<file path="config.mk">
export PLATFORM = sky130hd
export DESIGN_NAME = adi_spi_cfg_seq_7_8bit
export DESIGN_NICKNAME = d
export VERILOG_FILES = /design/src/rtl/adi_spi_cfg_seq_7_8bit.sv
export SDC_FILE = /design/constraint.sdc
export NUM_CORES = 1
export LEC_CHECK = 0
export BUFFER_PORTS_ARGS = -buffer_cell sky130_fd_sc_hd__buf_2
export CORE_AREA = 2 2 103 105
export CTS_BUF_LIST = sky130_fd_sc_hd__clkbuf_4
export CTS_CLUSTER_DIAMETER = 100
export DETAILED_ROUTE_END_ITERATION = 8
export DIE_AREA = 0 0 105 107
export PLACE_DENSITY_LB_ADDON = 0.2
export SYNTH_ARGS = -nofsm -noshare
export SYNTH_HDL_FRONTEND = slang
export SYNTH_SLANG_ARGS = --single-unit
</file>
<file path="constraint.sdc">
create_clock -name clk -period 2.2 [get_ports clk]
set_clock_uncertainty 0.1 [all_clocks]
set_input_delay 0 -clock clk [delete_from_list [all_inputs] [get_ports clk]]
set_output_delay 0 -clock clk [all_outputs]
set_load 0.01 [all_outputs]
</file>
<file path="src/rtl/adi_spi_cfg_seq_7_8bit.sv">
// Power-up register-init sequencer for the ADI 7-bit-addr/8-bit-data SPI driver.
// Optional `CFG_READBACK_VERIFY_EN: read back and compare every written entry.
module adi_spi_cfg_seq_7_8bit #(
  parameter int CLK_FRE     = 100_000_000,
  parameter int PWR_WAIT_US = 1000,
  parameter int TABLE_LEN   = 16,
  parameter int TMO_CYC     = 100_000
) (
  input  logic        clk,
  input  logic        rst_n,
  input  logic        cfg_start,
  output logic [7:0]  tbl_idx,
  input  logic [14:0] tbl_entry,
  output logic        user_wr_en,
  output logic [6:0]  user_wr_addr,
  output logic [7:0]  user_wr_data,
  output logic        user_rd_en,
  output logic [6:0]  user_rd_addr,
  input  logic [7:0]  user_rd_data,
  input  logic        user_op_busy,
  input  logic        user_wr_vild,
  input  logic        user_rd_vild,
  output logic        cfg_busy,
  output logic        cfg_done,
  output logic        cfg_err,
  output logic [7:0]  err_idx
);

  localparam int PWR_CYC = CLK_FRE / 1_000_000 * PWR_WAIT_US;
  localparam logic [31:0] PWR_LAST = 32'(PWR_CYC - 1);
  localparam logic [31:0] TMO_LAST = 32'(TMO_CYC - 1);
  localparam logic [7:0]  LAST_IDX = 8'(TABLE_LEN - 1);

  typedef enum logic [3:0] {
    S_PWR_WAIT,
    S_FETCH,
    S_LATCH,
    S_ISSUE_WR,
    S_WAIT_WR,
    S_ISSUE_RD,
    S_WAIT_RD,
    S_CHECK,
    S_NEXT,
    S_DONE,
    S_ERR,
    S_IDLE
  } state_t;

  state_t      state;
  state_t      state_n;
  logic [31:0] cnt;
  logic [14:0] entry_q;
  logic        tmo_hit;
  logic        ld_entry;
  logic        issue_wr;
  logic        idx_inc;
  logic        restart;
  logic        set_err;
  logic        wr_en_q;
  logic [6:0]  wr_addr_q;
  logic [7:0]  wr_data_q;

`ifdef CFG_READBACK_VERIFY_EN
  logic        issue_rd;
  logic        ld_rd;
  logic        rd_en_q;
  logic [6:0]  rd_addr_q;
  logic [7:0]  rd_q;
`endif

  assign tmo_hit = (cnt == TMO_LAST);

  always_ff @(posedge clk or negedge rst_n) begin
    if (!rst_n) begin
      state <= S_PWR_WAIT;
    end else begin
      state <= state_n;
    end
  end

  always_comb begin
    state_n  = state;
    ld_entry = 1'b0;
    issue_wr = 1'b0;
    idx_inc  = 1'b0;
    restart  = 1'b0;
    set_err  = 1'b0;
`ifdef CFG_READBACK_VERIFY_EN
    issue_rd = 1'b0;
    ld_rd    = 1'b0;
`endif
    unique case (state)
      S_PWR_WAIT: begin
        if (cnt == PWR_LAST) state_n = S_FETCH;
      end
      S_FETCH: state_n = S_LATCH;
      S_LATCH: begin
        ld_entry = 1'b1;
        state_n  = S_ISSUE_WR;
      end
      S_ISSUE_WR: begin
        if (!user_op_busy) begin
          issue_wr = 1'b1;
          state_n  = S_WAIT_WR;
        end
      end
      S_WAIT_WR: begin
        if (user_wr_vild) begin
`ifdef CFG_READBACK_VERIFY_EN
          state_n = S_ISSUE_RD;
`else
          state_n = S_NEXT;
`endif
        end else if (tmo_hit) begin
          set_err = 1'b1;
          state_n = S_ERR;
        end
      end
`ifdef CFG_READBACK_VERIFY_EN
      S_ISSUE_RD: begin
        if (!user_op_busy) begin
          issue_rd = 1'b1;
          state_n  = S_WAIT_RD;
        end
      end
      S_WAIT_RD: begin
        if (user_rd_vild) begin
          ld_rd   = 1'b1;
          state_n = S_CHECK;
        end else if (tmo_hit) begin
          set_err = 1'b1;
          state_n = S_ERR;
        end
      end
      S_CHECK: begin
        if (rd_q != wr_data_q) begin
          set_err = 1'b1;
          state_n = S_ERR;
        end else begin
          state_n = S_NEXT;
        end
      end
`endif
      S_NEXT: begin
        if (tbl_idx == LAST_IDX) begin
          state_n = S_DONE;
        end else begin
          idx_inc = 1'b1;
          state_n = S_FETCH;
        end
      end
      S_DONE, S_ERR, S_IDLE: begin
        if (cfg_start) begin
          restart = 1'b1;
          state_n = S_FETCH;
        end
      end
      default: state_n = S_IDLE;
    endcase
  end

  // Wait counter restarts on every state change, so it measures
  // time spent in the current waiting state only.
  always_ff @(posedge clk or negedge rst_n) begin
    if (!rst_n) begin
      cnt <= '0;
    end else if (state_n != state) begin
      cnt <= '0;
    end else begin
      cnt <= cnt + 32'd1;
    end
  end

  always_ff @(posedge clk or negedge rst_n) begin
    if (!rst_n) begin
      tbl_idx   <= '0;
      err_idx   <= '0;
      entry_q   <= '0;
      wr_en_q   <= 1'b0;
      wr_addr_q <= '0;
      wr_data_q <= '0;
    end else begin
      wr_en_q <= issue_wr;
      if (ld_entry) entry_q <= tbl_entry;
      if (issue_wr) begin
        wr_addr_q <= {2'b00, entry_q[12:8]};
        wr_data_q <= entry_q[7:0];
      end
      if (idx_inc) tbl_idx <= tbl_idx + 8'd1;
      if (restart) begin
        tbl_idx <= '0;
        err_idx <= '0;
      end
      if (set_err) err_idx <= tbl_idx;
    end
  end

`ifdef CFG_READBACK_VERIFY_EN
  always_ff @(posedge clk or negedge rst_n) begin
    if (!rst_n) begin
      rd_en_q   <= 1'b0;
      rd_addr_q <= '0;
      rd_q      <= '0;
    end else begin
      rd_en_q <= issue_rd;
      if (issue_rd) rd_addr_q <= wr_addr_q;
      if (ld_rd) rd_q <= user_rd_data;
    end
  end

  assign user_rd_en   = rd_en_q;
  assign user_rd_addr = rd_addr_q;
`else
  logic unused_rd;
  assign unused_rd    = ^{user_rd_data, user_rd_vild};
  assign user_rd_en   = 1'b0;
  assign user_rd_addr = 7'h00;
`endif

  logic unused_n1n0;
  assign unused_n1n0 = ^entry_q[14:13];

  assign user_wr_en   = wr_en_q;
  assign user_wr_addr = wr_addr_q;
  assign user_wr_data = wr_data_q;

  // Gated by rst_n so every output reads 0 while reset is held.
  assign cfg_busy = rst_n &
    !(state == S_DONE || state == S_ERR || state == S_IDLE);
  assign cfg_done = (state == S_DONE);
  assign cfg_err  = (state == S_ERR);

endmodule

</file>
==> results_dict.tcl <==
set metrics [dict create \
    status "finished, final reports clean" \
    hold_start "tbl_entry[7]" \
    crit_path_top_delay_cell "dfrtp_2" \
    cts_sinks 79 \
    cp.required_ps 2420 \
    track_usage_pct 15.1 \
    power_per_cell_area_mw_per_mm2 968 \
    wirelength_um 7970 \
    ys_types 51 \
    startpoint "tbl_idx[0]" \
    num_rows 37 \
    synth_top_area_cell "dfrtp_1" \
    postRouteAntennaNets 0 \
    drt_iter0_drc 139 \
    tightest_slew_ps 508 \
    synth_ff_type "dfrtp_1" \
    cts_tree "done" \
    r2r-start "tbl_idx[0]" \
    synth-seq-cells 79 \
    clock_latency_ps 420 \
    setup-violations-final 0 \
    path_cells "ha_1 -> and3_1 -> nand4_1 -> and3_1 -> o221ai_4 -> clkbuf_16 -> nor2_2" \
    finalCritPeriodShare_pct 96.8 \
    synth_area_mm2 0.00398 \
    fp.dieW_um 105 \
    fin_nets 502 \
    critical_path.top_delay_family "simple AND/OR/NAND/NOR gates" \
    synth_area_leaders "dfrtp_1 (50%), nand2_1 (5.4%), nor2_2 (4.6%), xor2_1 (4.2%), xnor2_1 (3.5%)" \
    first_pass_iters 4 \
    gp_congestion 0.807 \
    peakVddDrop_mv 0.558 \
    p_leak_nw 2.17 \
    post_synth_inst_count 391 \
    drc 0 \
    synth_warnings 0 \
    power_frac_clock_pct 20.3 \
    die-area_mm2 0.0112 \
    antenna_found_initial 0 \
    crit_buf_inv 1 \
    start_util_pct 39.5 \
    clk_pin_slew_worst_paths_ps 130 \
    slowest_delay_ps 440 \
    cp_max_fo 16 \
    fin_area_mm2 0.00482 \
    cts_buffers 9 \
    ctsRootBufferMaster "clkbuf_4" \
    worstRegToRegCells 7 \
    htreeDepth 3 \
    io_buffers 50 \
    setup_slack_ps 71.3 \
    synth.avg_cell_area_um2 10.2 \
    cp_common_cell "and3_1" \
    cap_viol_max_count 0 \
    intPower_mw 2.98 \
    wl_per_cell_um 13.0 \
    async_flop_share_pct 100 \
    grt_overflow_total 0 \
    p_seq_share_pct 43.7 \
    fmax_mhz 470 \
    clockBufferDepth 2 \
    postCtsSetupBuffers 0 \
    cp.arrival_ps 2350 \
    cp-start-kind "flip-flop" \
    rr_endpoint "cnt[15]" \
    crit_type "flip-flop to flip-flop" \
    syn2layout_area_growth_pct 21.1 \
    die_h_um 107 \
    diodes 0 \
    end_kind "flip-flop" \
    viasPerCell 4.81 \
    drive_above_1_share_pct 29.6 \
    grt_pass1_vias 2936 \
    hold_class "primary input to flip-flop" \
    core_mm2 0.0101 \
    hold_viol 0 \
    maxSlewViolCount 0 \
    grt_pass1_wl_um 13800 \
    vias 2941 \
    swShare_pct 36.3 \
    reg2reg_slack_ps 70 \
    hpwlAfterDp_um 5400 \
    power_frac_comb_pct 36.0 \
    p_switching_mw 1.69 \
    synth_edf_count 0 \
    synth_top_area_share_pct 49.6 \
    dp_worst_setup_slack_ps 135 \
    tns_ps 0 \
    hold_end "entry_q[7]" \
    period_minus_slack_ps 2130 \
    power_mw 4.67 \
    postPlaceCellArea_mm2 0.00443 \
    slew_headroom_pct 65.8 \
    whs_ps 229 \
    io_pins 72 \
    hold_depth 3 \
    grt_max_degree 33 \
    seq_area_frac_synth_pct 49.6 \
]
==> tightest hold or removal path, cell delays in order <==
cell and delay, ps:
dlygate4sd3_1 520, buf_2 100, mux2_1 110
==> power groups by stage <==
stage,Sequential (mW),Combinational [mW],Clock [mW]
2_1_floorplan,2.03,1.13,0
5_1_grt,2.09,1.88,1.05
3_5_place_dp,2.05,1.59,0
4_1_cts,2.04,1.61,0.990
3_3_place_gp,2.05,1.56,0
6_report,2.04,1.68,0.948
==> stage by stage <==
stage                     util [%]  instances
after global routing          47.8        612
final                         47.8        612
after floorplan                  -        400
after detailed placement      43.9        576
after CTS                     47.4        611
after global placement        43.9        576
==> layout by cell type (no fill, tap or decap), types with 2 or more instances in the layout <==
master | synthesis | layout
dfrtp_1 | 79 | 78
nand2_1 | 57 | 57
buf_2 | 3 | 49
nor2_2 | 29 | 29
nor2_1 | 20 | 20
nand3_1 | 19 | 19
xor2_1 | 19 | 19
dlygate4sd3_1 | 0 | 18
buf_4 | 10 | 17
xnor2_1 | 16 | 16
nand4_1 | 14 | 14
inv_1 | 13 | 13
mux2_2 | 12 | 12
conb_1 | 1 | 10
and3_1 | 9 | 9
clkbuf_4 | 0 | 9
mux2i_1 | 8 | 8
nor4_1 | 6 | 6
a21oi_1 | 7 | 6
o21ai_0 | 6 | 6
or3_1 | 4 | 4
nor2b_1 | 4 | 4
nand2b_1 | 3 | 3
and4_1 | 3 | 3
nor4_4 | 2 | 3
nand3b_1 | 3 | 3
clkinv_1 | 0 | 3
or4_4 | 2 | 2
nor2_4 | 2 | 2
o22ai_1 | 2 | 2
a21oi_2 | 1 | 2
nor3_2 | 1 | 2
nor3_1 | 3 | 2
ha_1 | 2 | 2
bufinv_16 | 0 | 2
buf_12 | 0 | 2
==> final cells by class <==
cell class                 instances  area, um2
fill                             984       5270
sequential                        79       1980
multi-input combinational        281       1850
timing repair buffer              87        618
tap                              136        170
clock inverter                     7       87.6
clock buffer                       9       67.6
inverter                          13       48.8
==> state kept, by name (all words and copies together), names as in the netlist <==
name / flops
entry_q: 13
state: 4
user_wr_en: 1
cnt: 32
user_wr_addr: 5
tbl_idx: 8
err_idx: 8
user_wr_data: 8
==> per-layer routing <==
layer,up-vias,share of wire [%],global-route usage [%],wire [um]
met3,8,3.8,3.71,305
met4,0,1.2,5.43,94
li1,1465,-,-,-
met2,55,47,24.7,3770
met5,-,0,0,0
met1,1413,48,19.5,3810
==> cell families after synthesis <==
| logic type | synth area share (%) |
|---|---|
| XOR/XNOR | 7.70 |
| other | 0.0942 |
| AND/OR/NAND/NOR | 26.1 |
| flip-flops | 49.6 |
| multiplexers | 5.69 |
| adder cells (fa/ha/maj) | 0.628 |
| AO/OA/AOI/OAI | 4.78 |
| buffers and inverters | 5.37 |
==> what timing repair did <==
action                     4_1_cts  5_1_grt
hold buffers                    19        0
setup endpoints to repair        0       14
gates resized for setup          0        3
hold endpoints to repair       102        0
==> cell usage after synthesis, drive strengths merged, types with 2 or more instances <==
library cell  number
or4                2
mux2              13
buf               18
dfrtp             79
or3                4
nor2b              4
nor3               4
clkbuf             9
a21oi              8
inv               13
mux2i              8
nand3b             3
nand4             15
nor2              51
nand2b             3
o21ai              6
nand3             19
ha                 2
o22ai              2
nand2             57
and3               9
xor2              19
xnor2             16
and4               3
nor4               9
==> worst max-delay path by stage <==
stage                       to  cells past startpoint
global route        tbl_idx[7]                      6
global placement       cnt[23]                      6
CTS                    cnt[26]                      6
floorplan               cnt[5]                      6
finish                 cnt[15]                      7
detailed placement     cnt[23]                      6
No activity file was read; power rests on OpenSTA's default activity.
